===== config.mk =====
export PLATFORM = sky130hd
export DESIGN_NAME = motor_sequencer
export DESIGN_NICKNAME = d
export VERILOG_FILES = /design/src/rtl/motor_seq_pkg.sv /design/src/rtl/motor_seq_timer.sv /design/src/rtl/motor_sequencer.sv
export SDC_FILE = /design/constraint.sdc
export NUM_CORES = 1
export LEC_CHECK = 0
export ABC_AREA = 1
export ABC_CLOCK_PERIOD_IN_PS = 4000
export BUFFER_PORTS_ARGS = -buffer_cell sky130_fd_sc_hd__buf_2
export CAP_MARGIN = 20
export CELL_PAD_IN_SITES_DETAIL_PLACEMENT = 2
export CELL_PAD_IN_SITES_GLOBAL_PLACEMENT = 2
export CORE_MARGIN = 1.5
export CORE_UTILIZATION = 30
export CTS_CLUSTER_SIZE = 25
export DETAILED_ROUTE_END_ITERATION = 8
export PLACE_DENSITY = 0.9
export SLEW_MARGIN = 25
export SYNTH_ARGS = -nofsm -noshare
export SYNTH_HDL_FRONTEND = slang
export SYNTH_HIERARCHICAL = 1
export SYNTH_SLANG_ARGS = --single-unit

===== constraint.sdc =====
create_clock -name clk -period 4 [get_ports clk]
set_input_delay 0.2 -clock clk [delete_from_list [all_inputs] [get_ports clk]]
set_output_delay 0.2 -clock clk [all_outputs]
set_load 0.03 [all_outputs]

===== src/rtl/motor_seq_pkg.sv =====
// Shared definitions for the motor sequencer.
// Contents:
//   state_t    - 3-bit sequencer state encoding, which is visible on state_o
//   TRAP_MAX   - upper clamp for the trapezoid percent command
//   DEF_*      - default parameter values for motor_sequencer
//   TIMER_W    - width of the tick and state down-counters
//   clamp_trap - saturates a requested trapezoid percent at TRAP_MAX
package motor_seq_pkg;

    typedef enum logic [2:0] {
        ST_IDLE  = 3'd0,
        ST_ALIGN = 3'd1,
        ST_RAMP  = 3'd2,
        ST_RUN   = 3'd3,
        ST_DECEL = 3'd4,
        ST_DWELL = 3'd5,
        ST_FAULT = 3'd6
    } state_t;

    localparam logic [7:0]  TRAP_MAX         = 8'd50;

    localparam int          DEF_RAMP_DIV     = 1000;
    localparam logic [15:0] DEF_SPEED_STEP   = 16'd64;
    localparam logic [15:0] DEF_START_SPEED  = 16'd512;
    localparam int          DEF_ALIGN_CYCLES = 50000;
    localparam logic [15:0] DEF_ALIGN_TORQUE = 16'h2000;
    localparam int          DEF_DWELL_CYCLES = 20000;

    localparam int          TIMER_W          = 32;

    function automatic logic [7:0] clamp_trap(input logic [7:0] trap);
        if (trap > TRAP_MAX) begin
            return TRAP_MAX;
        end else begin
            return trap;
        end
    endfunction

endpackage


===== src/rtl/motor_seq_timer.sv =====
// Loadable down-counter with a terminal-count indication.
// Ports:
//   clk, rst    - clock and synchronous active-high reset
//   load        - loads 'period' this edge (takes precedence over counting)
//   auto_reload - when set, the counter reloads 'period' after terminal count
//   period      - load / reload value; must be >= 1
//   tc          - high during the cycle in which the count equals 1, i.e. the
//                 last cycle of a period. With auto_reload it repeats every
//                 'period' clocks; without it the counter parks at 0.
module motor_seq_timer
    import motor_seq_pkg::*;
(
    input  logic               clk,
    input  logic               rst,
    input  logic               load,
    input  logic               auto_reload,
    input  logic [TIMER_W-1:0] period,
    output logic               tc
);

    logic [TIMER_W-1:0] count_r;

    // Down-counter: load has priority, then periodic reload, then decrement to 0.
    always_ff @(posedge clk) begin
        if (rst) begin
            count_r <= {TIMER_W{1'b0}};
        end else if (load) begin
            count_r <= period;
        end else if (tc && auto_reload) begin
            count_r <= period;
        end else if (count_r != {TIMER_W{1'b0}}) begin
            count_r <= count_r - {{(TIMER_W-1){1'b0}}, 1'b1};
        end else begin
            count_r <= count_r;
        end
    end

    assign tc = (count_r == {{(TIMER_W-1){1'b0}}, 1'b1});

endmodule


===== src/rtl/motor_sequencer.sv =====
// Run-time sequencer for the 6-step trapezoidal commutation block.
// Drives the commutation speed/torque/trap/direction commands through rotor
// alignment, linear ramps, safe reversal via zero speed plus dwell, controlled
// stop and latched fault shutdown.
// Ports:
//   clk, rst                 - clock and synchronous active-high reset
//   enable                   - run request (level)
//   target_speed/torque/trap - host targets
//   target_dir               - 0 forward, 1 reverse
//   fault / fault_clr        - external fault level / one-cycle clear pulse
//   speed_cmd, torque_cmd, trap_cmd, dir_cmd - registered commutation commands
//   at_speed, busy, fault_latched, state_o   - registered status
module motor_sequencer
    import motor_seq_pkg::*;
#(
    parameter int          RAMP_DIV     = DEF_RAMP_DIV,
    parameter logic [15:0] SPEED_STEP   = DEF_SPEED_STEP,
    parameter logic [15:0] START_SPEED  = DEF_START_SPEED,
    parameter int          ALIGN_CYCLES = DEF_ALIGN_CYCLES,
    parameter logic [15:0] ALIGN_TORQUE = DEF_ALIGN_TORQUE,
    parameter int          DWELL_CYCLES = DEF_DWELL_CYCLES
) (
    input  logic        clk,
    input  logic        rst,
    input  logic        enable,
    input  logic [15:0] target_speed,
    input  logic [15:0] target_torque,
    input  logic [7:0]  target_trap,
    input  logic        target_dir,
    input  logic        fault,
    input  logic        fault_clr,
    output logic [15:0] speed_cmd,
    output logic [15:0] torque_cmd,
    output logic [7:0]  trap_cmd,
    output logic        dir_cmd,
    output logic        at_speed,
    output logic        busy,
    output logic        fault_latched,
    output logic [2:0]  state_o
);

    localparam logic [TIMER_W-1:0] RAMP_LOAD  = TIMER_W'(RAMP_DIV);
    localparam logic [TIMER_W-1:0] ALIGN_LOAD = TIMER_W'(ALIGN_CYCLES);
    localparam logic [TIMER_W-1:0] DWELL_LOAD = TIMER_W'(DWELL_CYCLES);

    state_t             state_r;
    state_t             state_next_s;
    logic [15:0]        speed_next_s;
    logic [15:0]        torque_next_s;
    logic               dir_next_s;

    logic               entry_s;
    logic               tick_s;
    logic               state_tc_s;
    logic [TIMER_W-1:0] state_period_s;

    logic [15:0]        ramp_speed_s;
    logic [15:0]        decel_speed_s;
    logic [15:0]        first_speed_s;
    logic [16:0]        speed_up_s;
    logic [16:0]        target_up_s;

    // Timers restart on the edge that enters a new state, so the first
    // terminal count lands exactly 'period' clocks after entry.
    assign entry_s = (state_next_s != state_r);

    // Only ALIGN and DWELL use the state timer; pick their duration on entry.
    always_comb begin
        if (state_next_s == ST_ALIGN) begin
            state_period_s = ALIGN_LOAD;
        end else begin
            state_period_s = DWELL_LOAD;
        end
    end

    motor_seq_timer u_tick (
        .clk         (clk),
        .rst         (rst),
        .load        (entry_s),
        .auto_reload (1'b1),
        .period      (RAMP_LOAD),
        .tc          (tick_s)
    );

    motor_seq_timer u_state_timer (
        .clk         (clk),
        .rst         (rst),
        .load        (entry_s),
        .auto_reload (1'b0),
        .period      (state_period_s),
        .tc          (state_tc_s)
    );

    // Widened to 17 bits so steps near 16'hFFFF saturate instead of wrapping.
    assign speed_up_s  = {1'b0, speed_cmd}    + {1'b0, SPEED_STEP};
    assign target_up_s = {1'b0, target_speed} + {1'b0, SPEED_STEP};

    // One ramp step toward target_speed, landing exactly on it.
    always_comb begin
        if (speed_cmd < target_speed) begin
            if (speed_up_s >= {1'b0, target_speed}) begin
                ramp_speed_s = target_speed;
            end else begin
                ramp_speed_s = speed_up_s[15:0];
            end
        end else begin
            if ({1'b0, speed_cmd} > target_up_s) begin
                ramp_speed_s = speed_cmd - SPEED_STEP;
            end else begin
                ramp_speed_s = target_speed;
            end
        end
    end

    // One deceleration step, floored at zero.
    always_comb begin
        if (speed_cmd > SPEED_STEP) begin
            decel_speed_s = speed_cmd - SPEED_STEP;
        end else begin
            decel_speed_s = 16'd0;
        end
    end

    // Speed that RAMP starts from after alignment.
    always_comb begin
        if (target_speed < START_SPEED) begin
            first_speed_s = target_speed;
        end else begin
            first_speed_s = START_SPEED;
        end
    end

    // Next-state and next-command decode; fault overrides every state.
    always_comb begin
        state_next_s  = state_r;
        speed_next_s  = speed_cmd;
        torque_next_s = torque_cmd;
        dir_next_s    = dir_cmd;
        if (fault) begin
            state_next_s  = ST_FAULT;
            speed_next_s  = 16'd0;
            torque_next_s = 16'd0;
        end else begin
            case (state_r)
                ST_IDLE: begin
                    speed_next_s  = 16'd0;
                    torque_next_s = 16'd0;
                    if (enable && (target_speed != 16'd0)) begin
                        state_next_s  = ST_ALIGN;
                        dir_next_s    = target_dir;
                        speed_next_s  = 16'd1;
                        torque_next_s = ALIGN_TORQUE;
                    end else begin
                        state_next_s  = ST_IDLE;
                    end
                end
                ST_ALIGN: begin
                    if (!enable) begin
                        // Leaves speed_cmd at 1; DECEL brings it to 0.
                        state_next_s  = ST_DECEL;
                        torque_next_s = target_torque;
                    end else if (state_tc_s) begin
                        state_next_s  = ST_RAMP;
                        speed_next_s  = first_speed_s;
                        torque_next_s = target_torque;
                    end else begin
                        speed_next_s  = 16'd1;
                        torque_next_s = ALIGN_TORQUE;
                    end
                end
                ST_RAMP: begin
                    torque_next_s = target_torque;
                    if (!enable) begin
                        state_next_s = ST_DECEL;
                    end else if (speed_cmd == target_speed) begin
                        state_next_s = ST_RUN;
                    end else if (tick_s) begin
                        speed_next_s = ramp_speed_s;
                        if (ramp_speed_s == target_speed) begin
                            state_next_s = ST_RUN;
                        end else begin
                            state_next_s = ST_RAMP;
                        end
                    end else begin
                        state_next_s = ST_RAMP;
                    end
                end
                ST_RUN: begin
                    torque_next_s = target_torque;
                    if (!enable) begin
                        state_next_s = ST_DECEL;
                    end else if (target_dir != dir_cmd) begin
                        state_next_s = ST_DECEL;
                    end else if (target_speed == 16'd0) begin
                        state_next_s = ST_DECEL;
                    end else if (target_speed != speed_cmd) begin
                        state_next_s = ST_RAMP;
                    end else begin
                        state_next_s = ST_RUN;
                    end
                end
                ST_DECEL: begin
                    torque_next_s = target_torque;
                    if (speed_cmd == 16'd0) begin
                        state_next_s  = ST_DWELL;
                        torque_next_s = 16'd0;
                    end else if (tick_s) begin
                        speed_next_s = decel_speed_s;
                        if (decel_speed_s == 16'd0) begin
                            state_next_s  = ST_DWELL;
                            torque_next_s = 16'd0;
                        end else begin
                            state_next_s  = ST_DECEL;
                        end
                    end else begin
                        state_next_s = ST_DECEL;
                    end
                end
                ST_DWELL: begin
                    speed_next_s  = 16'd0;
                    torque_next_s = 16'd0;
                    if (state_tc_s) begin
                        if (enable && (target_speed != 16'd0)) begin
                            state_next_s  = ST_ALIGN;
                            dir_next_s    = target_dir;
                            speed_next_s  = 16'd1;
                            torque_next_s = ALIGN_TORQUE;
                        end else begin
                            state_next_s  = ST_IDLE;
                        end
                    end else begin
                        state_next_s = ST_DWELL;
                    end
                end
                ST_FAULT: begin
                    speed_next_s  = 16'd0;
                    torque_next_s = 16'd0;
                    if (fault_clr) begin
                        state_next_s = ST_IDLE;
                    end else begin
                        state_next_s = ST_FAULT;
                    end
                end
                default: begin
                    // Unreachable encoding: shut the drive down.
                    state_next_s  = ST_FAULT;
                    speed_next_s  = 16'd0;
                    torque_next_s = 16'd0;
                end
            endcase
        end
    end

    // State register and all registered outputs.
    always_ff @(posedge clk) begin
        if (rst) begin
            state_r       <= ST_IDLE;
            state_o       <= 3'd0;
            speed_cmd     <= 16'd0;
            torque_cmd    <= 16'd0;
            trap_cmd      <= 8'd0;
            dir_cmd       <= 1'b0;
            at_speed      <= 1'b0;
            busy          <= 1'b0;
            fault_latched <= 1'b0;
        end else begin
            state_r       <= state_next_s;
            state_o       <= state_next_s;
            speed_cmd     <= speed_next_s;
            torque_cmd    <= torque_next_s;
            trap_cmd      <= clamp_trap(target_trap);
            dir_cmd       <= dir_next_s;
            at_speed      <= (state_next_s == ST_RUN);
            busy          <= (state_next_s != ST_IDLE) && (state_next_s != ST_FAULT);
            fault_latched <= (state_next_s == ST_FAULT);
        end
    end

endmodule


# --- Word level (Yosys, flattened, before mapping) ---
# Cells that the tools add are included.
# W data, S select, Z words.
word_totals:
  reg_bits: 111
  input_bits: 46
  output_inout_bits: 47
op_classes:
  addsub: 5
  magnitude_cmp: 6
  eq_ne: 24
  n_mux: 51
  bitwise_logic: 2
  reduce_logical: 19
ops:
  columns: ["operator", "count"]
  rows:
  - ["$mux W16", 19]
  - ["$pmux W16 S6", 1]
  - ["$pmux W16 S5", 1]
  - ["$eq A32 B1 Y1 const B", 2]
  - ["$mux W32", 2]
  - ["$reduce_bool A32 Y1", 2]
  - ["$sub A32 B1 Y32 const B", 2]
  - ["$logic_not A16 Y1", 3]
  - ["$mux W3", 13]
  - ["$add A16 B7 Y17 const B", 2]
  - ["$eq A16 B16 Y1", 2]
  - ["$mux W10", 3]
  - ["$pmux W3 S7", 1]
  - ["$ge A17 B16 Y1", 1]
  - ["$gt A16 B17 Y1", 1]
  - ["$gt A16 B7 Y1 const B", 1]
  - ["$lt A16 B10 Y1 const B", 1]
  - ["$lt A16 B16 Y1", 1]
  - ["$ne A16 B16 Y1", 1]
  - ["$reduce_bool A16 Y1", 1]
  - ["$sub A16 B7 Y16 const B", 1]
  - ["$mux W14", 1]
  - ["$ne A2 B2 Y1 const B", 7]
  - ["$eq A3 B3 Y1 const B", 4]
  - ["other kinds (18)", 34]

# --- Depth between registers and ports, before layout ---
logic_depth:
  ltp_word: 14
  mapped_depth: 38
  mapped_depth_nobuf: 36

# --- By module ---
# The synthesis kept the hierarchy.
modules_own_cells:
  columns: ["module", "instances", "cells_per_inst", "area_each_um2", "seq_area_each_um2"]
  rows:
  - ["motor_sequencer", 1, 800, 4843.4, 940.9]
  - ["motor_seq_timer", 2, 376, 2413.6, 640.6]

# --- Least setup slack after synthesis ---
# OpenSTA, ideal clock, no wires.
synth_path:
  path_kind: "register -> register"
  startpoint: "register speed_cmd[9]"
  endpoint: "register u_state_timer.count_r[6]"
  arrival_time_ps: 4339
  required_ps: 3885
  slack_ps: -454
  path_stages_with_launch: 34
  path_buffers: 3
  cell_sequence: "dfxtp_1 clkbuf_2 inv_2 nor3_1 nand3_1 o21ai_0 inv_1 ha_1 nand2_1 nor2_1 nand3_1 o21ai_0 nand2_1 clkbuf_1 nand4_1 nand2_1 nand2_1 nand3_1 nand2_1 nor2_1 nand2_1 nor2_1 nand3_1 nand2_1 nand2_1 nand2_2 nand3_1 nand3_1 clkinv_1 nand2_8 inv_2 buf_2 nand2_1 a21oi_2"
synth_between:
  word_cells_on_any_way: 33
  classes_between: "add/sub (2); order compare (4); eq/ne (5); mux (19); reduce/logical (3)"
synth_rtl:
  columns: ["item", "line_no", "text"]
  rows:
  - ["start: declaration", "motor_sequencer.sv:32", "output logic [15:0] speed_cmd,"]
  - ["start signal: assignment", "motor_sequencer.sv:269", "speed_cmd <= speed_next_s;"]
  - ["$add A16 B7 Y17", "motor_sequencer.sv:95", "assign speed_up_s = {1'b0, speed_cmd} + {1'b0, SPEED_STEP};"]
  - ["$ge A17 B16 Y1", "motor_sequencer.sv:101", "if (speed_up_s >= {1'b0, target_speed}) begin"]
  - ["$mux W16", "motor_sequencer.sv:101", null]
  - ["$mux W16", "motor_sequencer.sv:100", "if (speed_cmd < target_speed) begin"]
  - ["$eq A16 B16 Y1", "motor_sequencer.sv:179", "if (ramp_speed_s == target_speed) begin"]
  - ["$mux W1", "motor_sequencer.sv:179", null]
  - ["$mux W3", "motor_sequencer.sv:177", "end else if (tick_s) begin"]
  - ["$mux W3", "motor_sequencer.sv:175", "end else if (speed_cmd == target_speed) begin"]
  - ["$mux W3", "motor_sequencer.sv:173", "if (!enable) begin"]
  - ["$pmux W3 S7 *", "motor_sequencer.sv:144", "case (state_r)"]
  - ["$mux W3 *", "motor_sequencer.sv:139", "if (fault) begin"]
  - ["$ne A3 B3 Y1 *", "motor_sequencer.sv:65", "assign entry_s = (state_next_s != state_r);"]
  - ["named net entry_s", "motor_sequencer.sv:52", "logic entry_s;"]
  - ["$mux W32 / $reduce_bool A2 Y1 (equally long branches)", null, null]
  - ["end signal: assignment", "motor_seq_timer.sv:26", "count_r <= {TIMER_W{1'b0}};"]
  - ["end signal: assignment", "motor_seq_timer.sv:28", "count_r <= period;"]
  - ["end signal: assignment", "motor_seq_timer.sv:30", "count_r <= period;"]
  - ["end: declaration", "motor_seq_timer.sv:21", "logic [TIMER_W-1:0] count_r;"]
# The timed path passes the listed nets; every way through them passes the cells marked *.
# A chain may end at the register's enable or synchronous reset.

# --- Worst setup path in the final report ---
layout_path:
  startpoint: "register speed_cmd[10]"
  endpoint: "register u_tick.count_r[23]"
layout_between:
  elab_chain_cells: 13
  word_cells_on_any_way: 30
  classes_between: "add/sub (2); order compare (4); eq/ne (4); mux (17); reduce/logical (3)"
layout_rtl:
  columns: ["item", "line_no", "text"]
  rows:
  - ["$add A16 B7 Y17", "motor_sequencer.sv:95", null]
  - ["$ge A17 B16 Y1", "motor_sequencer.sv:101", null]
  - ["$mux W16", "motor_sequencer.sv:101", null]
  - ["$mux W16", "motor_sequencer.sv:100", null]
  - ["$eq A16 B16 Y1", "motor_sequencer.sv:179", null]
  - ["$mux W1", "motor_sequencer.sv:179", null]
  - ["$mux W3", "motor_sequencer.sv:177", null]
  - ["$mux W3", "motor_sequencer.sv:175", null]
  - ["$mux W3", "motor_sequencer.sv:173", null]
  - ["$pmux W3 S7 *", "motor_sequencer.sv:144", null]
  - ["$mux W3 *", "motor_sequencer.sv:139", null]
  - ["$ne A3 B3 Y1 *", "motor_sequencer.sv:65", null]
  - ["named net entry_s", "motor_sequencer.sv:52", null]
  - ["$reduce_or A3 Y1 (no line) *", null, null]
  - ["end signal: assignment", "motor_seq_timer.sv:30", null]
  - ["end signal: assignment", "motor_seq_timer.sv:32", "count_r <= count_r - {{(TIMER_W-1){1'b0}}, 1'b1};"]
  - ["end signal: assignment", "motor_seq_timer.sv:34", "count_r <= count_r;"]
  - ["end: declaration", "motor_seq_timer.sv:21", null]
# Marks and branches as above.

==> impl_metrics.py <==
metrics = {
    "run_status": {
        "status": "finished, violations left",
        "violations": "setup timing",
    },
    "cts": {
        "clkSlewWorstSetupHoldPaths_ns": 0.11,
        "cts_tree": "built",
        "cts_root_buf": "clkbuf_16",
        "cts_buffer_depth": 2,
        "insertion_delay_ns": 0.44,
        "htreeDepth": 3,
        "cts_buffers": 9,
        "cts_sinks": 111,
    },
    "synthesis": {
        "avgSynthCellArea_um2": 6.23,
        "synthTopCellsByCount": "429 x nand2_1, 234 x nor2_1, 171 x nand3_1",
        "ys_types": 54,
        "yosysMostFrequentCell": "nand2_1",
        "ys_top_cells_by_area": "dfxtp_1 23%, nand2_1 17%, nor2_1 9.1%",
        "synth-main-ff-cell": "dfxtp_1",
        "ys_seq_area_frac": 0.230,
        "yosysWarnings": 6,
        "synthesis.area_um2": 9670,
        "synthArstFlopShare": 0,
        "ys_seq_elements": 111,
        "yosys.area.top_type_share": 0.230,
        "synthCells": 1552,
        "synth_edf_count": 0,
        "synth.largest_area_cell": "dfxtp_1",
    },
    "detailed_routing": {
        "drt_iter0_drc": 1566,
        "wl_met1_um": 26500,
        "highest_layer": "met4",
        "wl_met2_um": 34600,
        "drt_pass1_iterations": 5,
        "remaining_drc_errors": 0,
        "drt-total-wl_um": 73400,
        "wire_per_inst_um": 32.3,
        "met3_wirelength_um": 6100,
        "via_per_inst": 6.15,
        "drtAntennaViolNets": 0,
        "vias": 14000,
    },
    "final_layout": {
        "final_cells": 2270,
        "post-route-util": 0.436,
        "drive_above_1_share": 0.333,
        "syn_to_final_growth_pct": 42.7,
        "fin_nets": 1955,
        "num_antenna_cells": 0,
    },
    "setup_path": {
        "worstSetupPathType": "register to register",
        "crit_path_frequent_cell": "nand2_2",
        "worst_setup_path_end_kind": "register",
        "worstReg2RegStart": "speed_cmd[10]",
        "worstPathRequired_ns": 4.31,
        "worst-r2r-cell-count": 33,
        "rr_endpoint": "u_tick/count_r[23]",
        "arrival_ns": 5.34,
        "cp_max_fo": 9,
        "critPathSlowestCell": "dfxtp_2",
        "reg2reg_slack_ns": -1.02,
        "crit_path_start_kind": "register",
        "slowest_delay_ns": 0.35,
    },
    "sta": {
        "finalSetupViolations": 69,
        "relSlewSlack": 0.284,
        "slew_viol_final": 0,
        "tightest_slew_ns": 1.07,
        "fmaxAchievable_ghz": 0.199,
        "setup_ws_ns": -1.02,
        "rsz0062_at_grt": "true",
        "skew_ns": 0.0299,
        "fin_crit_sh": 1.26,
        "finalHoldViolations": 0,
        "post-route-min-period_ns": 5.02,
    },
    "hold_path": {
        "min_to": "torque_cmd[12]",
        "holdPathStages": 3,
        "holdCritStartpoint": "target_torque[12]",
        "hp-class": "primary input to register",
    },
    "place": {
        "place_ws_ns": -1.04,
        "gp_congestion": 0.901,
        "dpl.cell_count": 2195,
        "portBuffers": 92,
        "post-dp-hpwl_um": 38400,
    },
    "floorplanning": {
        "num_io_pins": 93,
        "fp.dieH_um": 183,
        "die-area_um2": 33300,
        "die_w_um": 183,
        "core_area_um2": 31600,
        "start_util": 0.306,
        "rows": 65,
    },
    "global_routing": {
        "grt_usage": 0.388,
        "grt_pass1_vias": 15000,
        "grt-ovfl-total": 0,
        "grt_max_degree": 33,
        "grt_pass1_wl_um": 96400,
        "antenna_found_initial": 0,
    },
    "power": {
        "power_leakage_uw": 0.00676,
        "power.total_uw": 4140,
        "peakVddDrop_uv": 700,
        "p_per_area_nw_per_um2": 300,
    },
    "job": {
        "maxCapViolCount": 0,
    },
}
[flip-flops by register name, indices dropped and copies added, names as in the netlist]
register               cells
u_state_timer/count_r     32
u_tick/count_r            32
speed_cmd                 16
torque_cmd                16
trap_cmd                   8
state_r                    3
at_speed                   1
busy                       1
dir_cmd                    1
fault_latched              1
[stage by stage]
step / hold WS [ns] / cell area [µm²] / setup TNS [ns]
floorplan: 0.272 / 9910 / -0.0626
global placement: 0.414 / 11700 / -22.57
detailed placement: 0.430 / 11700 / -58.23
CTS: 0.00938 / 13200 / -16.03
global route: 0.00177 / 13800 / -66.79
finish: 0.00177 / 13800 / -62.01
[worst max path at each step]
stage / endpoint / slack, ns / from / cells after the start
global placement: u_state_timer/count_r[16] / -0.39 / target_speed[7] / 34
CTS: u_tick/count_r[12] / -0.30 / speed_cmd[11] / 33
floorplan: u_state_timer/count_r[14] / -0.004 / speed_cmd[9] / 35
detailed placement: u_tick/count_r[31] / -1.04 / target_speed[7] / 32
global route: u_tick/count_r[25] / -1.10 / speed_cmd[10] / 33
finish: u_tick/count_r[23] / -1.02 / speed_cmd[10] / 33
[layout by cell type, fill, tap and decap left out, types with 5 or more instances in the layout]
cell type	Yosys	routed
nand3_2	5	51
inv_2	11	15
nor2_8	6	6
clkbuf_16	0	11
nand2_8	4	9
nor3_1	16	11
nand2_1	429	362
dfxtp_1	111	103
conb_1	2	61
buf_12	0	15
a21oi_4	0	11
buf_2	11	93
nand3_4	4	14
buf_4	6	152
nand2_2	10	65
nor2_4	9	19
dfxtp_2	0	5
nor2_2	19	49
xnor2_1	29	29
a21oi_1	62	49
ha_1	46	38
nand3_1	171	117
xor2_1	28	25
nand2_4	11	20
inv_1	157	151
o21ai_0	37	35
a21oi_2	22	24
nor2_1	234	194
buf_6	12	14
nand4_1	35	35
o22ai_1	8	8
ha_4	0	8
or2_2	6	6
[cell type report]
type	instances	area [µm²]
Clock buffer	9	225
Clock inverter	7	86.3
Fill cell	3720	17800
Inverter	173	687
Multi-Input combinational cell	1286	7830
Sequential cell	111	2240
Tap cell	402	503
Timing Repair Buffer	282	2220
[per-layer routing]
layer,track usage,vias to the layer above
li1,-,5549
met3,0.0718,470
met1,0.428,6905
met5,0,-
met2,0.680,1041
met4,0.260,0
[critical path: cells and delay by family, from the launching register on]
family / cells / cell delay, ns
and+or+nand+nor: 23 / 2.78
buffers and inverters: 7 / 0.94
AOI/OAI and AO/OA: 2 / 0.44
DFF: 1 / 0.35
adders and majority gates: 1 / 0.34
[what timing repair did]
action | CTS | global route
gates resized for setup | 177 | 116
pin swaps | 64 | 82
hold endpoints to repair | 1 | 0
setup endpoints to repair | 67 | 69
setup buffers | 28 | 23
hold buffers | 1 | 0
cloned | 8 | 2
[cells by family after synthesis]
group                    count (synthesis)  share of synthesized area
flip-flops                             111                      0.230
AND/OR/NAND/NOR                        969                      0.464
other                                    2                   0.000777
buffers and inverters                  218                      0.100
adder cells (fa/ha/maj)                 46                     0.0595
AO/OA/AOI/OAI                          149                     0.0943
XOR/XNOR                                57                     0.0516
[power by group]
group	internal, µW	switching (µW)
clock network	502	591
logic	507	1200
registers	1190	150
total	2200	1940
No activity file was read; power rests on OpenSTA's default activity.
